**config.mk**
```make
export PLATFORM = sky130hd
export DESIGN_NAME = io_read_port_flat
export DESIGN_NICKNAME = d
export VERILOG_FILES = /design/src/rtl/io_read_port_if.sv /design/src/rtl/io_read_port.sv /design/src/flat_wrapper.sv
export SDC_FILE = /design/constraint.sdc
export NUM_CORES = 1
export LEC_CHECK = 0
export ABC_AREA = 1
export BUFFER_PORTS_ARGS = -buffer_cell sky130_fd_sc_hd__buf_4
export CAP_MARGIN = 20
export CELL_PAD_IN_SITES_DETAIL_PLACEMENT = 1
export CELL_PAD_IN_SITES_GLOBAL_PLACEMENT = 2
export CORE_ASPECT_RATIO = 0.7
export CORE_UTILIZATION = 48
export CTS_BUF_LIST = sky130_fd_sc_hd__clkbuf_2
export CTS_CLUSTER_SIZE = 10
export DETAILED_ROUTE_END_ITERATION = 10
export GPL_ROUTABILITY_DRIVEN = 0
export GPL_TIMING_DRIVEN = 1
export PLACE_DENSITY_LB_ADDON = 0.2
export SYNTH_ARGS = -nofsm -noshare
export SYNTH_HDL_FRONTEND = slang
export SYNTH_SLANG_ARGS = --single-unit
export TNS_END_PERCENT = 5
```
**constraint.sdc**
```tcl
create_clock -name clock -period 3.4 [get_ports clock]
set_input_delay 0.34 -clock clock [delete_from_list [all_inputs] [get_ports clock]]
set_output_delay 0.34 -clock clock [all_outputs]
set_load 0.01 [all_outputs]
```
**src/rtl/io_read_port_if.sv**
```systemverilog
// -----------------------------------------------------------------------------
// io_read_port_if
// Groups the per-thread I/O read-port signals: the datapath read request,
// the external producer's write channel and the responder's replies.
//
//   rden           datapath -> port   current-thread instruction reads the port
//   ext_wren       producer -> port   producer writes a word this cycle
//   ext_thread     producer -> port   target thread of the producer write
//   ext_data       producer -> port   word to buffer
//   ext_full       port -> producer   per-thread buffer-full flags
//   read_data      port -> datapath   word returned to the datapath
//   IO_ready       port -> control    1 = access completed / no access, 0 = replay
//   current_thread port -> datapath   thread owning this cycle's rden
//
// Optional (macro IO_READ_PORT_OVERRUN_CHECK_EN):
//   overrun_clear  producer -> port   clears all sticky overrun bits
//   overrun        port -> producer   sticky per-thread dropped-write flags
//
// Modports: slave = io_read_port, master = datapath / producer side.
// -----------------------------------------------------------------------------
interface io_read_port_if #(
   parameter int WORD_WIDTH        = 36,
   parameter int THREAD_COUNT      = 8,
   parameter int THREAD_ADDR_WIDTH = 3
);
   logic                         rden;
   logic                         ext_wren;
   logic [THREAD_ADDR_WIDTH-1:0] ext_thread;
   logic [WORD_WIDTH-1:0]        ext_data;
   logic [THREAD_COUNT-1:0]      ext_full;
   logic [WORD_WIDTH-1:0]        read_data;
   logic                         IO_ready;
   logic [THREAD_ADDR_WIDTH-1:0] current_thread;
`ifdef IO_READ_PORT_OVERRUN_CHECK_EN
   logic                         overrun_clear;
   logic [THREAD_COUNT-1:0]      overrun;

   modport slave (
      input  rden, ext_wren, ext_thread, ext_data, overrun_clear,
      output ext_full, read_data, IO_ready, current_thread, overrun
   );
   modport master (
      output rden, ext_wren, ext_thread, ext_data, overrun_clear,
      input  ext_full, read_data, IO_ready, current_thread, overrun
   );
`else
   modport slave (
      input  rden, ext_wren, ext_thread, ext_data,
      output ext_full, read_data, IO_ready, current_thread
   );
   modport master (
      output rden, ext_wren, ext_thread, ext_data,
      input  ext_full, read_data, IO_ready, current_thread
   );
`endif
endinterface

```
**src/rtl/io_read_port.sv**
```systemverilog
// -----------------------------------------------------------------------------
// io_read_port
// Responder end of the per-thread I/O stall handshake. Holds one single-entry
// receive buffer per hardware thread, filled by an external producer. A read
// by the current thread either returns the buffered word (IO_ready=1 the next
// cycle) or misses (IO_ready=0 the next cycle) so the PC controller replays
// that thread's instruction THREAD_COUNT cycles later.
//
// Ports:
//   clock    system clock, all state on the rising edge
//   reset_n  asynchronous active-low reset
//   port     io_read_port_if.slave (rden, ext_* write channel, ext_full,
//            read_data, IO_ready, current_thread)
//
// Optional feature: define IO_READ_PORT_OVERRUN_CHECK_EN to add sticky
// per-thread overrun flags (port.overrun) with a bulk clear
// (port.overrun_clear). Without it, writes to a full buffer drop silently.
// -----------------------------------------------------------------------------
module io_read_port #(
   parameter int WORD_WIDTH        = 36,
   parameter int THREAD_COUNT      = 8,
   parameter int THREAD_ADDR_WIDTH = 3,
   parameter int INITIAL_THREAD    = 0
) (
   input  logic          clock,
   input  logic          reset_n,
   io_read_port_if.slave port
);

   localparam logic [THREAD_ADDR_WIDTH-1:0] LAST_THREAD = THREAD_ADDR_WIDTH'(THREAD_COUNT - 1);
   localparam logic [THREAD_ADDR_WIDTH-1:0] FIRST_THREAD = THREAD_ADDR_WIDTH'(INITIAL_THREAD);

   logic [THREAD_ADDR_WIDTH-1:0] r_thread;
   logic [THREAD_COUNT-1:0]      r_full;
   logic [WORD_WIDTH-1:0]        r_buf [THREAD_COUNT];
   logic [WORD_WIDTH-1:0]        r_read_data;
   logic                         r_io_ready;

   logic                         w_thread_valid;
   logic                         w_hit;
   logic                         w_wr_en;
   logic [THREAD_COUNT-1:0]      w_full_nxt;

   // Free-running thread counter; it never stalls, replays are the
   // controller's business.
   // NOTE: sequential state is always assigned with <= so every register
   // samples the pre-edge values of the others.
   always_ff @(posedge clock or negedge reset_n) begin
      if (!reset_n)
         r_thread <= FIRST_THREAD;
      else if (r_thread == LAST_THREAD)
         r_thread <= '0;
      else
         r_thread <= r_thread + 1'b1;
   end

   assign w_thread_valid = (int'(port.ext_thread) < THREAD_COUNT);
   assign w_hit          = port.rden & r_full[r_thread];

   // A read hit needs the flag set and an accepted write needs it clear, so
   // the two can never target the same flag in one cycle. A write to a full
   // buffer (including the one being read this cycle) is dropped.
   // NOTE: every always_comb output gets a default first so no latch forms.
   always_comb begin
      w_full_nxt = r_full;
      w_wr_en    = 1'b0;
      if (port.ext_wren && w_thread_valid && !r_full[port.ext_thread]) begin
         w_wr_en                     = 1'b1;
         w_full_nxt[port.ext_thread] = 1'b1;
      end
      if (w_hit)
         w_full_nxt[r_thread] = 1'b0;
   end

   always_ff @(posedge clock or negedge reset_n) begin
      if (!reset_n)
         r_full <= '0;
      else
         r_full <= w_full_nxt;
   end

   // NOTE: buffer storage has no reset; its contents only matter while the
   // matching full flag is set, and that flag is reset.
   always_ff @(posedge clock) begin
      if (w_wr_en)
         r_buf[port.ext_thread] <= port.ext_data;
   end

   // Registered read response, latency 1. read_data only moves on a hit;
   // IO_ready drops only for a miss.
   always_ff @(posedge clock or negedge reset_n) begin
      if (!reset_n) begin
         r_read_data <= '0;
         r_io_ready  <= 1'b1;
      end else begin
         r_io_ready <= ~port.rden | r_full[r_thread];
         if (w_hit)
            r_read_data <= r_buf[r_thread];
      end
   end

   assign port.current_thread = r_thread;
   assign port.ext_full       = r_full;
   assign port.read_data      = r_read_data;
   assign port.IO_ready       = r_io_ready;

`ifdef IO_READ_PORT_OVERRUN_CHECK_EN
   logic [THREAD_COUNT-1:0] r_overrun;
   logic [THREAD_COUNT-1:0] w_drop_vec;

   always_comb begin
      w_drop_vec = '0;
      if (port.ext_wren && w_thread_valid && r_full[port.ext_thread])
         w_drop_vec[port.ext_thread] = 1'b1;
   end

   // Set wins over a same-cycle clear so no violation is ever lost.
   always_ff @(posedge clock or negedge reset_n) begin
      if (!reset_n)
         r_overrun <= '0;
      else
         r_overrun <= (r_overrun & ~{THREAD_COUNT{port.overrun_clear}}) | w_drop_vec;
   end

   assign port.overrun = r_overrun;
`endif

endmodule

```
**src/flat_wrapper.sv**
```systemverilog
// flat-port wrapper written by rule: the top's interface ports become plain ports
module io_read_port_flat 
#(
   parameter int WORD_WIDTH        = 36,
   parameter int THREAD_COUNT      = 8,
   parameter int THREAD_ADDR_WIDTH = 3,
   parameter int INITIAL_THREAD    = 0
)
  (clock, reset_n, port_rden, port_ext_wren, port_ext_thread, port_ext_data, port_ext_full, port_read_data, port_IO_ready, port_current_thread);
  io_read_port_if #(.WORD_WIDTH(WORD_WIDTH), .THREAD_COUNT(THREAD_COUNT), .THREAD_ADDR_WIDTH(THREAD_ADDR_WIDTH)) port_i ();
  input  logic clock;
  input  logic reset_n;
  input wire logic [$bits(port_i.rden)-1:0] port_rden;
  input wire logic [$bits(port_i.ext_wren)-1:0] port_ext_wren;
  input wire logic [$bits(port_i.ext_thread)-1:0] port_ext_thread;
  input wire logic [$bits(port_i.ext_data)-1:0] port_ext_data;
  output wire logic [$bits(port_i.ext_full)-1:0] port_ext_full;
  output wire logic [$bits(port_i.read_data)-1:0] port_read_data;
  output wire logic [$bits(port_i.IO_ready)-1:0] port_IO_ready;
  output wire logic [$bits(port_i.current_thread)-1:0] port_current_thread;
  assign port_i.rden = port_rden;
  assign port_i.ext_wren = port_ext_wren;
  assign port_i.ext_thread = port_ext_thread;
  assign port_i.ext_data = port_ext_data;
  assign port_ext_full = port_i.ext_full;
  assign port_read_data = port_i.read_data;
  assign port_IO_ready = port_i.IO_ready;
  assign port_current_thread = port_i.current_thread;
  io_read_port #(.WORD_WIDTH(WORD_WIDTH), .THREAD_COUNT(THREAD_COUNT), .THREAD_ADDR_WIDTH(THREAD_ADDR_WIDTH), .INITIAL_THREAD(INITIAL_THREAD)) u_core (.clock(clock), .reset_n(reset_n), .port(port_i));
endmodule
```
Word level (Yosys, flattened, before mapping):

Memories as Yosys holds them, arrays and structs flattened. A register that Yosys moved wholly into a read port is not among the register bits.
Index checks and enable logic that the tools add are counted.

* $add $sub $neg: 1
* order comparisons: 4
* equality and inequality tests: 1
* muxes and demuxes: 14
* bitwise logic cells: 6
* reductions and logical operators: 5

Operators by type and width (count)
* 8-bit 2-to-1 mux: 2
* 8-bit bitwise AND: 1
* 3-bit by 4-bit less-than comparator with 1-bit output (second input constant): 2
* 8-bit inverter: 1
* 8-bit bitwise OR: 1
* 1-bit 2-to-1 mux: 7
* 1-bit binary-select mux with 3-bit select: 2
* 1-bit demux with 3-bit select: 2
* 3-bit by 1-bit >= comparator with 1-bit output (second input constant): 2
* 3-bit by 1-bit adder with 3-bit output (second input constant): 1
* 3-bit == test (second input constant): 1
* 1-bit logical AND: 3
* 3-bit 2-to-1 mux: 1
* 1-bit zero test: 2
* 1-bit bitwise AND: 1
* 1-bit inverter: 1
* 1-bit bitwise OR: 1

* register bits after elaboration: 12
* bits in writable memories: 288
* output and inout port bits: 48
* logic and storage cells: 35
* memories: 1

Memories
* u_core.r_buf: words 8, width 36, rd ports 1, clocked after memory_dff 1, write ports 1, RTL line io_read_port.sv:35 `logic [WORD_WIDTH-1:0] r_buf [THREAD_COUNT];`

Depth between registers and ports, before layout:

Gate-level depths: netlist of the first run.

* word-level depth: 8
* mapped depth: 12
* depth with buffers taken out: 10

Worst setup path after synthesis of the first run:

OpenSTA, ideal clock, no wires.

* path type: input to register
* start point: in port_ext_thread[0]
* end point: mem u_core.r_buf[4][0], enable pin
* library setup time: 391 ps
* arrival time: 1957 ps
* required time: 3009 ps
* path slack: 1053 ps
* stages on the path: 8
* path through: buf_2 inv_1 nand2_1 nand3_1 nand2_1 nor2_1 nand3_1 inv_1

* word-level cells in the longest chain between the ends: 7

Ends and longest elaborated chain
* from (decl): RTL line flat_wrapper.sv:15 `input wire logic [$bits(port_i.ext_thread)-1:0] port_ext_thread;`
* 1-bit binary-select mux with 3-bit select: RTL line io_read_port.sv:67 `if (port.ext_wren && w_thread_valid && !r_full[port.ext_thread]) begin`
* 1-bit 2-to-1 mux (implied by the code): RTL line io_read_port.sv:67
* 1-bit zero test: RTL line io_read_port.sv:67
* 1-bit logical AND: RTL line io_read_port.sv:67
* 1-bit 2-to-1 mux: RTL line io_read_port.sv:67
* 1-bit 2-to-1 mux: RTL line io_read_port.sv:85 `if (w_wr_en)`
* 1-bit 2-to-1 mux (implied by the code): RTL line io_read_port.sv:86 `r_buf[port.ext_thread] <= port.ext_data;`
* to (decl): RTL line io_read_port.sv:35

Several ways; a longest one is shown, not always the timed one. The select of a mux whose other input is x is not followed.

Worst setup path after layout of the first run:

* start point: reg u_core.r_full[4], in the netlist u_core.port.ext_full[4]
* end point: mem u_core.r_buf[7][14], enable pin

* word-level cells in the longest chain between the ends: 7

Ends and longest elaborated chain
* from (decl): RTL line io_read_port.sv:34 `logic [THREAD_COUNT-1:0] r_full;`
* from (signal assigned): RTL line io_read_port.sv:79 `r_full <= w_full_nxt;`
* 1-bit binary-select mux with 3-bit select: RTL line io_read_port.sv:67
* 1-bit 2-to-1 mux (implied by the code): RTL line io_read_port.sv:67
* 1-bit zero test: RTL line io_read_port.sv:67
* 1-bit logical AND: RTL line io_read_port.sv:67
* 1-bit 2-to-1 mux: RTL line io_read_port.sv:67
* 1-bit 2-to-1 mux: RTL line io_read_port.sv:85
* 1-bit 2-to-1 mux (implied by the code): RTL line io_read_port.sv:86

No other way between the ends. The select of a mux whose other input is x is not followed.

==> out/qor.tcl, run 1 <==
set qor(outcome) {complete, no violations}
set qor(tritoncts) {done}
set qor(tritoncts.num_buffers) 81
set qor(route.final.wire_length_um) 33360
set qor(synth.most_common_cell) {sky130_fd_sc_hd__edfxtp_1}
set qor(die-area_um2) 28120
set qor(cts-htree-levels) 3
set qor(worst_skew_pair.late_latency_ns) 0.87
set qor(hold_path.class) {input pin to asynchronous set/reset pin}
set qor(synth_largest_type_area_fraction_pct) 65.65
set qor(detail_route.iter0.violations) 461
set qor(clk_sinks) 336
set qor(dp.final_hpwl_um) 18650
set qor(global_route.overflow_total) 0
set qor(dominant_synthesized_flop_cell) {sky130_fd_sc_hd__edfxtp_1}
set qor(placementRows) 50
set qor(hold_viol) 0
set qor(crit-reg2reg-capture) {u_core.r_buf[7][14]}
set qor(synthTopCellsByArea) {sky130_fd_sc_hd__edfxtp_1 66%, sky130_fd_sc_hd__dfrtp_1 8.9%, sky130_fd_sc_hd__o211ai_1 4.1%}
set qor(first_pass_iters) 5
set qor(final_min_period_over_clock_period_pct) 74.49
set qor(syn-instance-count) 978
set qor(hold_slack_ns) 0.09843
set qor(syn-cell-area_um2) 13170
set qor(static_power_due_to_leakage_nw) 5.713
set qor(route.antenna.remaining_nets) 0
set qor(slowest_delay_ns) 0.39
set qor(dr_drc_count) 0
set qor(grt_start_max_net_pins) 157
set qor(ys_warn_count) 0
set qor(crit_path_time_final_ns) 2.533
set qor(average_detailed_routed_wire_length_per_instance_um) 20.95
set qor(timing.critical_path.fanout_max) 18
set qor(route.detailed.vias_per_inst) 5.340
set qor(syn_to_final_growth_pct) 17.10
set qor(num-nets-final) 1205
set qor(reg2regPathDepth) 8
set qor(multi_input_area_um2) 2949
set qor(tightestPinTransition_ns) 0.8059
set qor(synthesis.nets) 1023
set qor(synth_largest_area_cell) {sky130_fd_sc_hd__edfxtp_1}
set qor(drive_above_1_share_pct) 27.95
set qor(critical_path.reg2reg.startpoint) {u_core.port.ext_full[4]}
set qor(timing_worst_setup_path_type) {flop to flop}
set qor(finalClockSkew_ns) 0.05476
set qor(fillerInstances) 2743
set qor(synthArstFlopShare_pct) 14.29
set qor(timing.critical_path.cells) {inv_1 > nand2_1 > nand3_1 > nand2_1 > nor2_1 > nand3_1 > inv_2 > buf_4}
set qor(vias_in_the_first_global_route) 9163
set qor(synth.ff_latch_count) 336
set qor(antenna_found_initial) 1
set qor(max_slew_margin_pct) 46.28
set qor(post_cts_buffers) 0
set qor(rsz_0062_raised_after_global_routing) {false}
set qor(cell_at_the_slowest_stage_of_the_critical_path) {sky130_fd_sc_hd__dfrtp_1}
set qor(clock_path_buffers) 3
set qor(synth_cell_types) 26
set qor(ys_seq_area_share_pct) 74.77
set qor(fp.dieW_um) 200.0
set qor(register_area_um2) 9854
set qor(placeableCoreArea_um2) 26840
set qor(port_buffer_count) 90
set qor(pwr_density_nw_per_um2) 565.2
set qor(syn-mean-instance-area_um2) 13.47
set qor(startpoint_type) {flop}
set qor(grt.total_usage_pct) 24.73
set qor(fmaxAchievable_mhz) 394.9
set qor(worst_ep_arrival_time_ns) 3.03
set qor(synth-edff-count) 288
set qor(synth_commonest_cells) {288 x sky130_fd_sc_hd__edfxtp_1, 141 x sky130_fd_sc_hd__nand2_1, 86 x sky130_fd_sc_hd__nor2_1}
set qor(maxSlewViolCount) 0
set qor(ff_to_ff_setup_slack_ns) 0.87
set qor(cts_hold_buf) 43
set qor(setup-violations-final) 0
set qor(start_util_pct) 49.09
set qor(top_level_ports) 91
set qor(timing.max_cap.violations) 0
set qor(setup_total_negative_slack_ns) 0
set qor(cts_resized) 0
set qor(end_kind) {flop}
set qor(cts.reportedPaths.clkPinSlew_ns) 0.11
set qor(cts_root_buf) {sky130_fd_sc_hd__clkbuf_2}
set qor(required_ns) 3.90
set qor(grt_pass1_wl_um) 51630
set qor(ir_worst_vdd_uv) 362.1
set qor(total_number_of_vias) 8501
set qor(die-height_um) 140.6
-- cell families after synthesis --
logic type	Yosys count	share of synthesized area, %
adder cells (fa/ha/maj)	2	0.1899
AND/OR/NAND/NOR	368	13.06
AO/OA/AOI/OAI	184	9.042
flip-flops	336	74.77
buffers and inverters	88	2.935
-- critical path: cells and delay by family, from the launching register on --
kind,cells,cell delay [ns]
and+or+nand+nor,5,0.90
DFF,1,0.39
buffers and inverters,3,0.87
-- sequential cells by signal, indices dropped and copies added (netlist names) --
register                    cells
u_core.port.current_thread      3
u_core.port.read_data          36
u_core.r_buf                  288
u_core.port.ext_full            8
u_core.port.IO_ready            1
-- how the worst max path moves through the flow --
stage                                       start                   endpoint  slack [ns]  cells after the start
floorplan                      port_ext_thread[0]         u_core.r_buf[4][0]        1.05                      8
global placement               port_ext_thread[0]        u_core.r_buf[7][14]        0.87                      9
detailed placement             port_ext_thread[0]         u_core.r_buf[0][5]        0.79                      9
CTS                 u_core.port.current_thread[0]  u_core.port.read_data[12]        0.84                     10
global route              u_core.port.ext_full[4]         u_core.r_buf[7][8]        0.63                      8
finish                    u_core.port.ext_full[4]        u_core.r_buf[7][14]        0.87                      8
-- power by group --
group	leakage, nW	total (mW)	switching (mW)	internal (mW)
Sequential	3.19	4.98	0.189	4.79
Clock	0.590	2.64	1.61	1.03
Combinational	1.93	1.10	0.639	0.465
-- cells in the final DEF, fill, tap and decap left out, types with 2 or more instances in the layout --
cell type                       instances
sky130_fd_sc_hd__edfxtp_1             288
sky130_fd_sc_hd__dlygate4sd3_1         43
sky130_fd_sc_hd__clkbuf_2             135
sky130_fd_sc_hd__nand2_2                2
sky130_fd_sc_hd__inv_2                 15
sky130_fd_sc_hd__o211ai_1              72
sky130_fd_sc_hd__o21ai_0               69
sky130_fd_sc_hd__nand4_1               45
sky130_fd_sc_hd__buf_4                108
sky130_fd_sc_hd__nor2_4                 3
sky130_fd_sc_hd__nand2_1              141
sky130_fd_sc_hd__a21oi_1                4
sky130_fd_sc_hd__dfrtp_1               46
sky130_fd_sc_hd__nor2_1                85
sky130_fd_sc_hd__or2_2                 72
sky130_fd_sc_hd__nor3_1                 2
sky130_fd_sc_hd__buf_12                 3
sky130_fd_sc_hd__ha_1                   2
sky130_fd_sc_hd__o21a_1                36
sky130_fd_sc_hd__clkinv_1              13
sky130_fd_sc_hd__inv_1                 18
sky130_fd_sc_hd__nand3_1               17
sky130_fd_sc_hd__o21ai_1                3
-- cell type report --
type / instances / share of cell area, %
Multi-Input combinational cell: 554 / 19.12
Antenna cell: 1 / 0.01622
Clock inverter: 15 / 0.3650
Tap cell: 364 / 2.952
Sequential cell: 336 / 63.88
Inverter: 33 / 0.8517
Timing Repair Buffer: 154 / 8.435
Clock buffer: 135 / 4.380
-- metal layers --
layer | vias up | share of wire [%] | track usage [%]
met5 | - | 0 | 0
met4 | 0 | 2.1 | 8.759
met3 | 59 | 4.2 | 5.120
met2 | 203 | 47 | 38.71
met1 | 4270 | 47 | 34.50
li1 | 3969 | - | -
-- stage by stage --
step	power, mW	setup slack (ns)	instance area [um^2]	utilization [%]	instances
after floorplan	5.494	1.053	13170	-	978
after global placement	6.112	0.8743	14260	53.14	1398
after detailed placement	6.142	0.7878	14260	53.14	1398
after CTS	8.810	0.8410	15420	57.47	1591
after global routing	9.132	0.6286	15430	57.48	1592
final	8.719	0.8675	15430	57.48	1592
Note: power is estimated with default switching activity, not from simulation.
==> run 2, diff against run 1 <==
--- a/config.mk
+++ b/config.mk
@@ -11,7 +11,7 @@
 export CELL_PAD_IN_SITES_DETAIL_PLACEMENT = 1
 export CELL_PAD_IN_SITES_GLOBAL_PLACEMENT = 2
 export CORE_ASPECT_RATIO = 0.7
-export CORE_UTILIZATION = 48
+export CORE_UTILIZATION = 40
 export CTS_BUF_LIST = sky130_fd_sc_hd__clkbuf_2
 export CTS_CLUSTER_SIZE = 10
 export DETAILED_ROUTE_END_ITERATION = 10
==> constraint.sdc (replaced) <==
create_clock -name clock -period 2 [get_ports clock]
set_input_delay 0.2 -clock clock [delete_from_list [all_inputs] [get_ports clock]]
set_output_delay 0.2 -clock clock [all_outputs]
set_load 0.01 [all_outputs]
==> out/qor.tcl, run 2 (same netlist as run 1, synthesis figures left out) <==
set qor(fillerInstances) 3348 ;# was 2743
set qor(worst_skew_pair.late_latency_ns) 0.97 ;# was 0.87 ns
set qor(timing.critical_path.cells) {dlygate4sd3_1 > buf_4 > nand2_1 > dlygate4sd3_1 > nor2_1 > dlygate4sd3_1 > nand3_1 > inv_4 > buf_12} ;# was inv_1 > nand2_1 > nand3_1 > nand2_1 > nor2_1 > nand3_1 > inv_2 > buf_4
set qor(reg2regPathDepth) 9 ;# was 8
set qor(clock_path_buffers) 3 ;# unchanged
set qor(path_delay_family) {buffers and inverters} ;# was simple AND/OR/NAND/NOR gates
set qor(tritoncts.num_buffers) 84 ;# was 81
set qor(detail_route.iter0.violations) 503 ;# was 461
set qor(route.detailed.vias_per_inst) 5.060 ;# was 5.340
set qor(vias_in_the_first_global_route) 9129 ;# was 9163
set qor(detailedPlace.worstSlack_ns) 0.1376 ;# was 0.7878 ns
set qor(antenna_found_initial) 1 ;# unchanged
set qor(static_power_due_to_leakage_nw) 6.126 ;# was 5.713 nW
set qor(max_slew_margin_pct) 71.16 ;# was 46.28%
set qor(cts-htree-levels) 3 ;# unchanged
set qor(cell_at_the_slowest_stage_of_the_critical_path) {sky130_fd_sc_hd__dlygate4sd3_1} ;# was sky130_fd_sc_hd__dfrtp_1
set qor(num-nets-final) 1280 ;# was 1205
set qor(grt.total_usage_pct) 21.32 ;# was 24.73%
set qor(cts_root_buf) {sky130_fd_sc_hd__clkbuf_2} ;# unchanged
set qor(global_route.overflow_total) 0 ;# unchanged
set qor(total_number_of_vias) 8758 ;# was 8501
set qor(fmaxAchievable_mhz) 486.0
set qor(largest_register_ff_count) 288 ;# unchanged
set qor(cpMostUsedCell) {sky130_fd_sc_hd__dlygate4sd3_1}
set qor(register_area_um2) 9857 ;# was 9854 um^2
set qor(final_min_period_over_clock_period_pct) 102.9
set qor(layout_commonest_cell) {sky130_fd_sc_hd__edfxtp_1} ;# unchanged
set qor(setup-violations-final) 19 ;# was 0
set qor(ir_worst_vdd_uv) 459.0 ;# was 362.1 uV
set qor(final.setup.worst_slack_ns) -0.05759 ;# was 0.8675 ns
set qor(multi_input_area_um2) 2954 ;# was 2949 um^2
set qor(cts.reportedPaths.clkPinSlew_ns) 0.13 ;# was 0.11 ns
set qor(ff_to_ff_setup_slack_ns) 0.10 ;# was 0.87 ns
set qor(route.antenna.remaining_nets) 0 ;# unchanged
set qor(violations) {setup timing}
set qor(fp.dieW_um) 218.9 ;# was 200.0 um
set qor(finalClockSkew_ns) 0.08369 ;# was 0.05476 ns
set qor(crit-reg2reg-capture) {u_core.r_buf[2][20]} ;# was u_core.r_buf[7][14]
set qor(pwr_density_nw_per_um2) 927.7 ;# was 565.2 nW/um^2
set qor(dp.final_hpwl_um) 19520 ;# was 18650 um
set qor(worst_ep_arrival_time_ns) 2.66 ;# was 3.03 ns
set qor(die-height_um) 153.8 ;# was 140.6 um
set qor(outcome) {finished with violations} ;# was complete, no violations
set qor(slowest_delay_ns) 0.58 ;# was 0.39 ns
set qor(maxSlewViolCount) 0 ;# unchanged
set qor(grt_pass1_wl_um) 53450 ;# was 51630 um
set qor(setup_total_negative_slack_ns) -0.5269 ;# was 0 ns
set qor(hold_viol) 0 ;# unchanged
set qor(timing.max_cap.violations) 0 ;# unchanged
set qor(critical_path.reg2reg.startpoint) {u_core.port.ext_full[4]} ;# unchanged
set qor(hold_depth) 3
set qor(timing_worst_setup_path_type) {input pin to flop} ;# was flop to flop
set qor(required_ns) 2.60 ;# was 3.90 ns
set qor(tritoncts) {done} ;# unchanged
set qor(first_pass_iters) 5 ;# unchanged
set qor(port_buffer_count) 90 ;# unchanged
set qor(top_level_ports) 91 ;# unchanged
set qor(tightestPinTransition_ns) 0.4326 ;# was 0.8059 ns
set qor(mostFrequentLayoutCells) {288 x sky130_fd_sc_hd__edfxtp_1, 141 x sky130_fd_sc_hd__nand2_1, 133 x sky130_fd_sc_hd__clkbuf_2} ;# was 288 x sky130_fd_sc_hd__edfxtp_1, 141 x sky130_fd_sc_hd__nand2_1, 135 x sky130_fd_sc_hd__clkbuf_2
set qor(placementRows) 55 ;# was 50
set qor(grt_start_max_net_pins) 93 ;# was 157
set qor(cp.depth) 9 ;# was 8
set qor(dr_drc_count) 0 ;# unchanged
set qor(critical_path_buf_inv_count) 6 ;# was 3
set qor(average_detailed_routed_wire_length_per_instance_um) 20.12 ;# was 20.95 um
set qor(placeableCoreArea_um2) 32340 ;# was 26840 um^2
set qor(hold_path.class) {input pin to flop} ;# was input pin to asynchronous set/reset pin
set qor(finalCoreUtilization_pct) 51.19 ;# was 57.48%
set qor(die-area_um2) 33680 ;# was 28120 um^2
set qor(syn_to_final_growth_pct) 25.67 ;# was 17.10%
set qor(worst_setup_path_startpoint) {port_ext_thread[1]} ;# was u_core.port.ext_full[4]
set qor(crit_path_time_final_ns) 2.058
set qor(crit_end) {u_core.r_buf[7][20]} ;# was u_core.r_buf[7][14]
set qor(timing.critical_path.fanout_max) 13 ;# was 18
set qor(drive_above_1_share_pct) 28.93 ;# was 27.95%
set qor(clk_sinks) 336 ;# unchanged
set qor(startpoint_type) {input pin} ;# was flop
set qor(numPlacedInstances) 1489 ;# was 1398
set qor(hold_slack_ns) 0.1206 ;# was 0.09843 ns
set qor(largest-register) {u_core.r_buf} ;# unchanged
set qor(start_util_pct) 40.73 ;# was 49.09%
set qor(finalNonFillerCells) 1731 ;# was 1592
set qor(rsz_0062_raised_after_global_routing) {true} ;# was false
set qor(end_kind) {flop} ;# unchanged
set qor(route.final.wire_length_um) 34840 ;# was 33360 um
run 2: cell types whose count changed in the layout (fill, tap and decap cells not counted), sizes merged, moves of 2 or more:
| cell | change |
|---|---|
| buf | +30 |
| bufinv | +2 |
| clkbuf | -2 |
| clkinv | +8 |
| dlygate4sd3 | +41 |
| inv | -5 |
run 2: worst reg2reg max path, cell delays in order (launching register included):
cell and delay, ns:
sky130_fd_sc_hd__dfrtp_1 0.40, sky130_fd_sc_hd__inv_1 0.10, sky130_fd_sc_hd__nand2_1 0.07, sky130_fd_sc_hd__nand3_1 0.08, sky130_fd_sc_hd__nand2_1 0.05, sky130_fd_sc_hd__nor2_1 0.09
sky130_fd_sc_hd__buf_4 0.16, sky130_fd_sc_hd__nand3_1 0.18, sky130_fd_sc_hd__inv_4 0.19, sky130_fd_sc_hd__buf_12 0.21
run 2: worst min path at each step:
| stage | start | to | slack, ns |
|---|---|---|---|
| 2_1_floorplan | reset_n | u_core.port.current_thread[0] | -0.1 |
| 3_3_place_gp | reset_n | u_core.port.read_data[0] | 0.18 |
| 3_5_place_dp | reset_n | u_core.port.read_data[0] | 0.18 |
| 4_1_cts | port_ext_data[29] | u_core.r_buf[7][29] | 0.007 |
| 5_1_grt | port_ext_data[29] | u_core.r_buf[1][29] | 0.05 |
| 6_report | port_rden | u_core.port.IO_ready | 0.12 |
run 2: per-stage QoR:
stage	area [um^2]	total power, mW
detailed placement	14850	10.63
CTS	16540	15.60
global route	16560	16.16
floorplan	13180	9.341
global placement	14850	10.59
finish	16560	15.36
run 2: repair_timing:
item / 4_1_cts / 5_1_grt
gates resized for setup: 3 / 5
pin swaps: 0 / 0
endpoints found under the hold margin: 486 / 0
endpoints found under the setup margin: 3 / 28
cloned: 0 / 0
buffers inserted: 1 / 0
hold buffers: 86 / 0
run 2: where the power goes:
group	total [mW]	internal, mW	switching, mW	leakage [nW]
logic	2.14	0.988	1.15	2.32
registers	8.43	8.14	0.287	3.19
clock network	4.79	2.00	2.78	0.620
total	15.4	11.1	4.22	6.13
run 2: layer usage:
| metal | global-route usage, % | wire length, um | part of all wire [%] |
|---|---|---|---|
| met2 | 33.76 | 16370 | 47 |
| met4 | 6.448 | 622 | 1.8 |
| met3 | 4.768 | 1340 | 3.8 |
| met5 | 0 | 0 | 0 |
| met1 | 29.37 | 16500 | 47 |
run 2: cell type report:
type	count	share of cell area (%)
inverter	33	0.8464
timing repair buffer	226	13.69
multi-input combinational	554	17.84
antenna	1	0.01511
clock buffer	133	4.021
clock inverter	21	0.8238
tap	427	3.227
sequential	336	59.54
==> run 3, diff against run 2 <==
--- a/config.mk
+++ b/config.mk
@@ -8,10 +8,10 @@
 export ABC_AREA = 1
 export BUFFER_PORTS_ARGS = -buffer_cell sky130_fd_sc_hd__buf_4
 export CAP_MARGIN = 20
-export CELL_PAD_IN_SITES_DETAIL_PLACEMENT = 1
-export CELL_PAD_IN_SITES_GLOBAL_PLACEMENT = 2
+export CELL_PAD_IN_SITES_DETAIL_PLACEMENT = 0
+export CELL_PAD_IN_SITES_GLOBAL_PLACEMENT = 1
 export CORE_ASPECT_RATIO = 0.7
-export CORE_UTILIZATION = 40
+export CORE_UTILIZATION = 47
 export CTS_BUF_LIST = sky130_fd_sc_hd__clkbuf_2
 export CTS_CLUSTER_SIZE = 10
 export DETAILED_ROUTE_END_ITERATION = 10
==> out/qor.tcl, run 3 (same netlist as run 1, synthesis figures left out) <==
set qor(worst_skew_pair.late_latency_ns) 0.86 ;# was 0.97 ns
set qor(grt.total_usage_pct) 22.33 ;# was 21.32%
set qor(finalNonFillerCells) 1627 ;# was 1731
set qor(max_slew_margin_pct) 66.39 ;# was 71.16%
set qor(clk_sinks) 336 ;# unchanged
set qor(detail_route.iter0.violations) 633 ;# was 503
set qor(setup-violations-final) 0 ;# was 19
set qor(largest-register) {u_core.r_buf} ;# unchanged
set qor(grt_start_max_net_pins) 109 ;# was 93
set qor(cts_root_buf) {sky130_fd_sc_hd__clkbuf_2} ;# unchanged
set qor(pwr_density_nw_per_um2) 916.0 ;# was 927.7 nW/um^2
set qor(p_sw_share_pct) 27.21 ;# was 27.50%
set qor(ir_worst_vdd_uv) 449.4 ;# was 459.0 uV
set qor(start_util_pct) 48.52 ;# was 40.73%
set qor(top_level_ports) 91 ;# unchanged
set qor(grt_pass1_wl_um) 47960 ;# was 53450 um
set qor(placeableCoreArea_um2) 27150 ;# was 32340 um^2
set qor(dr_drc_count) 0 ;# unchanged
set qor(static_power_due_to_leakage_nw) 5.940 ;# was 6.126 nW
set qor(route.final.wire_length_um) 31620 ;# was 34840 um
set qor(cts.reportedPaths.clkPinSlew_ns) 0.11 ;# was 0.13 ns
set qor(hold_slack_ns) 0.1108 ;# was 0.1206 ns
set qor(mostFrequentLayoutCells) {288 x sky130_fd_sc_hd__edfxtp_1, 141 x sky130_fd_sc_hd__nand2_1, 126 x sky130_fd_sc_hd__clkbuf_2} ;# was 288 x sky130_fd_sc_hd__edfxtp_1, 141 x sky130_fd_sc_hd__nand2_1, 133 x sky130_fd_sc_hd__clkbuf_2
set qor(largest_register_ff_count) 288 ;# unchanged
set qor(fillerInstances) 2279 ;# was 3348
set qor(hold_path.class) {input pin to flop} ;# unchanged
set qor(global_route.overflow_total) 0 ;# unchanged
set qor(drive_above_1_share_pct) 29.26 ;# was 28.93%
set qor(p_seq_share_pct) 57.6 ;# was 54.9%
set qor(first_pass_iters) 5 ;# unchanged
set qor(final_min_period_over_clock_period_pct) 94.05 ;# was 102.9%
set qor(setup_total_negative_slack_ns) 0 ;# was -0.5269 ns
set qor(numPlacedInstances) 1421 ;# was 1489
set qor(num-nets-final) 1244 ;# was 1280
set qor(total_number_of_vias) 8465 ;# was 8758
set qor(timing.critical_path.fanout_max) 6 ;# was 13
set qor(outcome) {complete, no violations} ;# was finished with violations
set qor(finalClockSkew_ns) 0.05666 ;# was 0.08369 ns
set qor(end_kind) {flop} ;# unchanged
set qor(route.detailed.vias_per_inst) 5.203 ;# was 5.060
set qor(fmaxAchievable_mhz) 531.6 ;# was 486.0 MHz
set qor(tightestPinTransition_ns) 0.5042 ;# was 0.4326 ns
set qor(layout_commonest_cell) {sky130_fd_sc_hd__edfxtp_1} ;# unchanged
set qor(clockPowerShare_pct) 28.9 ;# was 31.2%
set qor(cts-htree-levels) 3 ;# unchanged
set qor(syn_to_final_growth_pct) 21.62 ;# was 25.67%
set qor(power_mw) 14.68 ;# was 15.36 mW
set qor(hold_viol) 0 ;# unchanged
set qor(switching_power_mw) 3.993 ;# was 4.223 mW
set qor(rsz_0062_raised_after_global_routing) {false} ;# was true
set qor(tritoncts.num_buffers) 79 ;# was 84
set qor(clock_path_buffers) 3 ;# unchanged
set qor(fp.dieW_um) 202.1 ;# was 218.9 um
set qor(startpoint_type) {flop} ;# was input pin
set qor(maxSlewViolCount) 0 ;# unchanged
set qor(die-height_um) 142.1 ;# was 153.8 um
set qor(port_buffer_count) 90 ;# unchanged
set qor(power.combinational.fraction_pct) 13.6 ;# was 13.9%
set qor(crit_path_time_final_ns) 1.881 ;# was 2.058 ns
set qor(average_detailed_routed_wire_length_per_instance_um) 19.44 ;# was 20.12 um
set qor(worst_ep_arrival_time_ns) 2.70 ;# was 2.66 ns
set qor(placementRows) 50 ;# was 55
set qor(timing_worst_setup_path_type) {flop to flop} ;# was input pin to flop
set qor(route.antenna.remaining_nets) 0 ;# unchanged
set qor(dp.final_hpwl_um) 16760 ;# was 19520 um
set qor(required_ns) 2.82 ;# was 2.60 ns
set qor(intPower_mw) 10.68 ;# was 11.14 mW
set qor(vias_in_the_first_global_route) 8282 ;# was 9129
set qor(antenna_found_initial) 2 ;# was 1
set qor(timing.max_cap.violations) 0 ;# unchanged
set qor(tritoncts) {done} ;# unchanged
set qor(die-area_um2) 28710 ;# was 33680 um^2
[run 3: cell count changes in the layout (fill, tap and decap cells not counted), sizes merged, moves of 2 or more]
cell,before,now
clkbuf,133,129
clkinv,22,14
buf,141,136
inv,29,35
bufinv,2,0
dlygate4sd3,84,55
[run 3: per-stage QoR]
step	util [%]	instance area, um^2	setup slack, ns
after global routing	59.01	16020	0.02856
after global placement	53.82	14610	0.1638
after floorplan	-	13180	-0.2071
after detailed placement	53.82	14610	0.1284
final	59.01	16020	0.1190
after CTS	58.53	15890	0.03570
[run 3: cell type report]
class                      count  area (um^2)  area share [%]
sequential                   336         9854           61.51
multi-input combinational    554         2964           18.50
timing repair buffer         195         1903           11.88
clock buffer                 126        630.6           3.936
tap                          364        455.4           2.843
inverter                      33        142.6          0.8903
clock inverter                17        66.31          0.4139
antenna                        2        5.005         0.03124
[run 3: worst paths after layout]
kind                                      startpoint                   endpoint  slack [ns]  depth (start not counted)
min                                port_ext_data[33]        u_core.r_buf[2][33]        0.11                          2
max                          u_core.port.ext_full[5]    u_core.port.ext_full[6]        0.12                         11
min in group asynchronous                    reset_n  u_core.port.read_data[34]        0.44                          4
min reg2reg                u_core.port.read_data[26]  u_core.port.read_data[26]        0.49                          2
max in group asynchronous                    reset_n  u_core.port.read_data[22]        1.27                          4
max reg2reg                  u_core.port.ext_full[5]    u_core.port.ext_full[6]        0.12                         11
[run 3: worst max-delay path: stages, from the launching register on]
cell and delay, ns:
sky130_fd_sc_hd__dfrtp_1 0.41, sky130_fd_sc_hd__inv_2 0.10, sky130_fd_sc_hd__nand2_1 0.05, sky130_fd_sc_hd__nand3_1 0.08
sky130_fd_sc_hd__nand2_1 0.08, sky130_fd_sc_hd__nor2_4 0.14, sky130_fd_sc_hd__buf_6 0.13, sky130_fd_sc_hd__nand3_1 0.10
sky130_fd_sc_hd__dlygate4sd3_1 0.59, sky130_fd_sc_hd__nand2_1 0.06, sky130_fd_sc_hd__nand2_1 0.05, sky130_fd_sc_hd__inv_1 0.05
[run 3: power by group through the flow]
| stage | sequential, mW | clock, mW | combinational (mW) |
|---|---|---|---|
| after floorplan | 8.70 | 0 | 0.637 |
| after global placement | 8.60 | 0 | 1.85 |
| after detailed placement | 8.60 | 0 | 1.88 |
| after CTS | 8.45 | 4.39 | 1.98 |
| after global routing | 8.50 | 4.73 | 2.18 |
| final | 8.45 | 4.24 | 1.99 |
[run 3: timing repair]
item / 4_1_cts / 5_1_grt
setup buffers: 0 / 0
hold buffers: 57 / 0
gates resized for setup: 0 / 13
hold endpoints to repair: 433 / 0
endpoints found under the setup margin: 0 / 186
[run 3: metal layers]
metal | vias to the layer above | global-route usage, % | part of all wire, %
met5 | - | 0 | 0
met4 | 0 | 7.044 | 1.3
met3 | 38 | 4.304 | 4.4
met2 | 198 | 34.92 | 47
met1 | 4171 | 31.75 | 47
li1 | 4058 | - | -
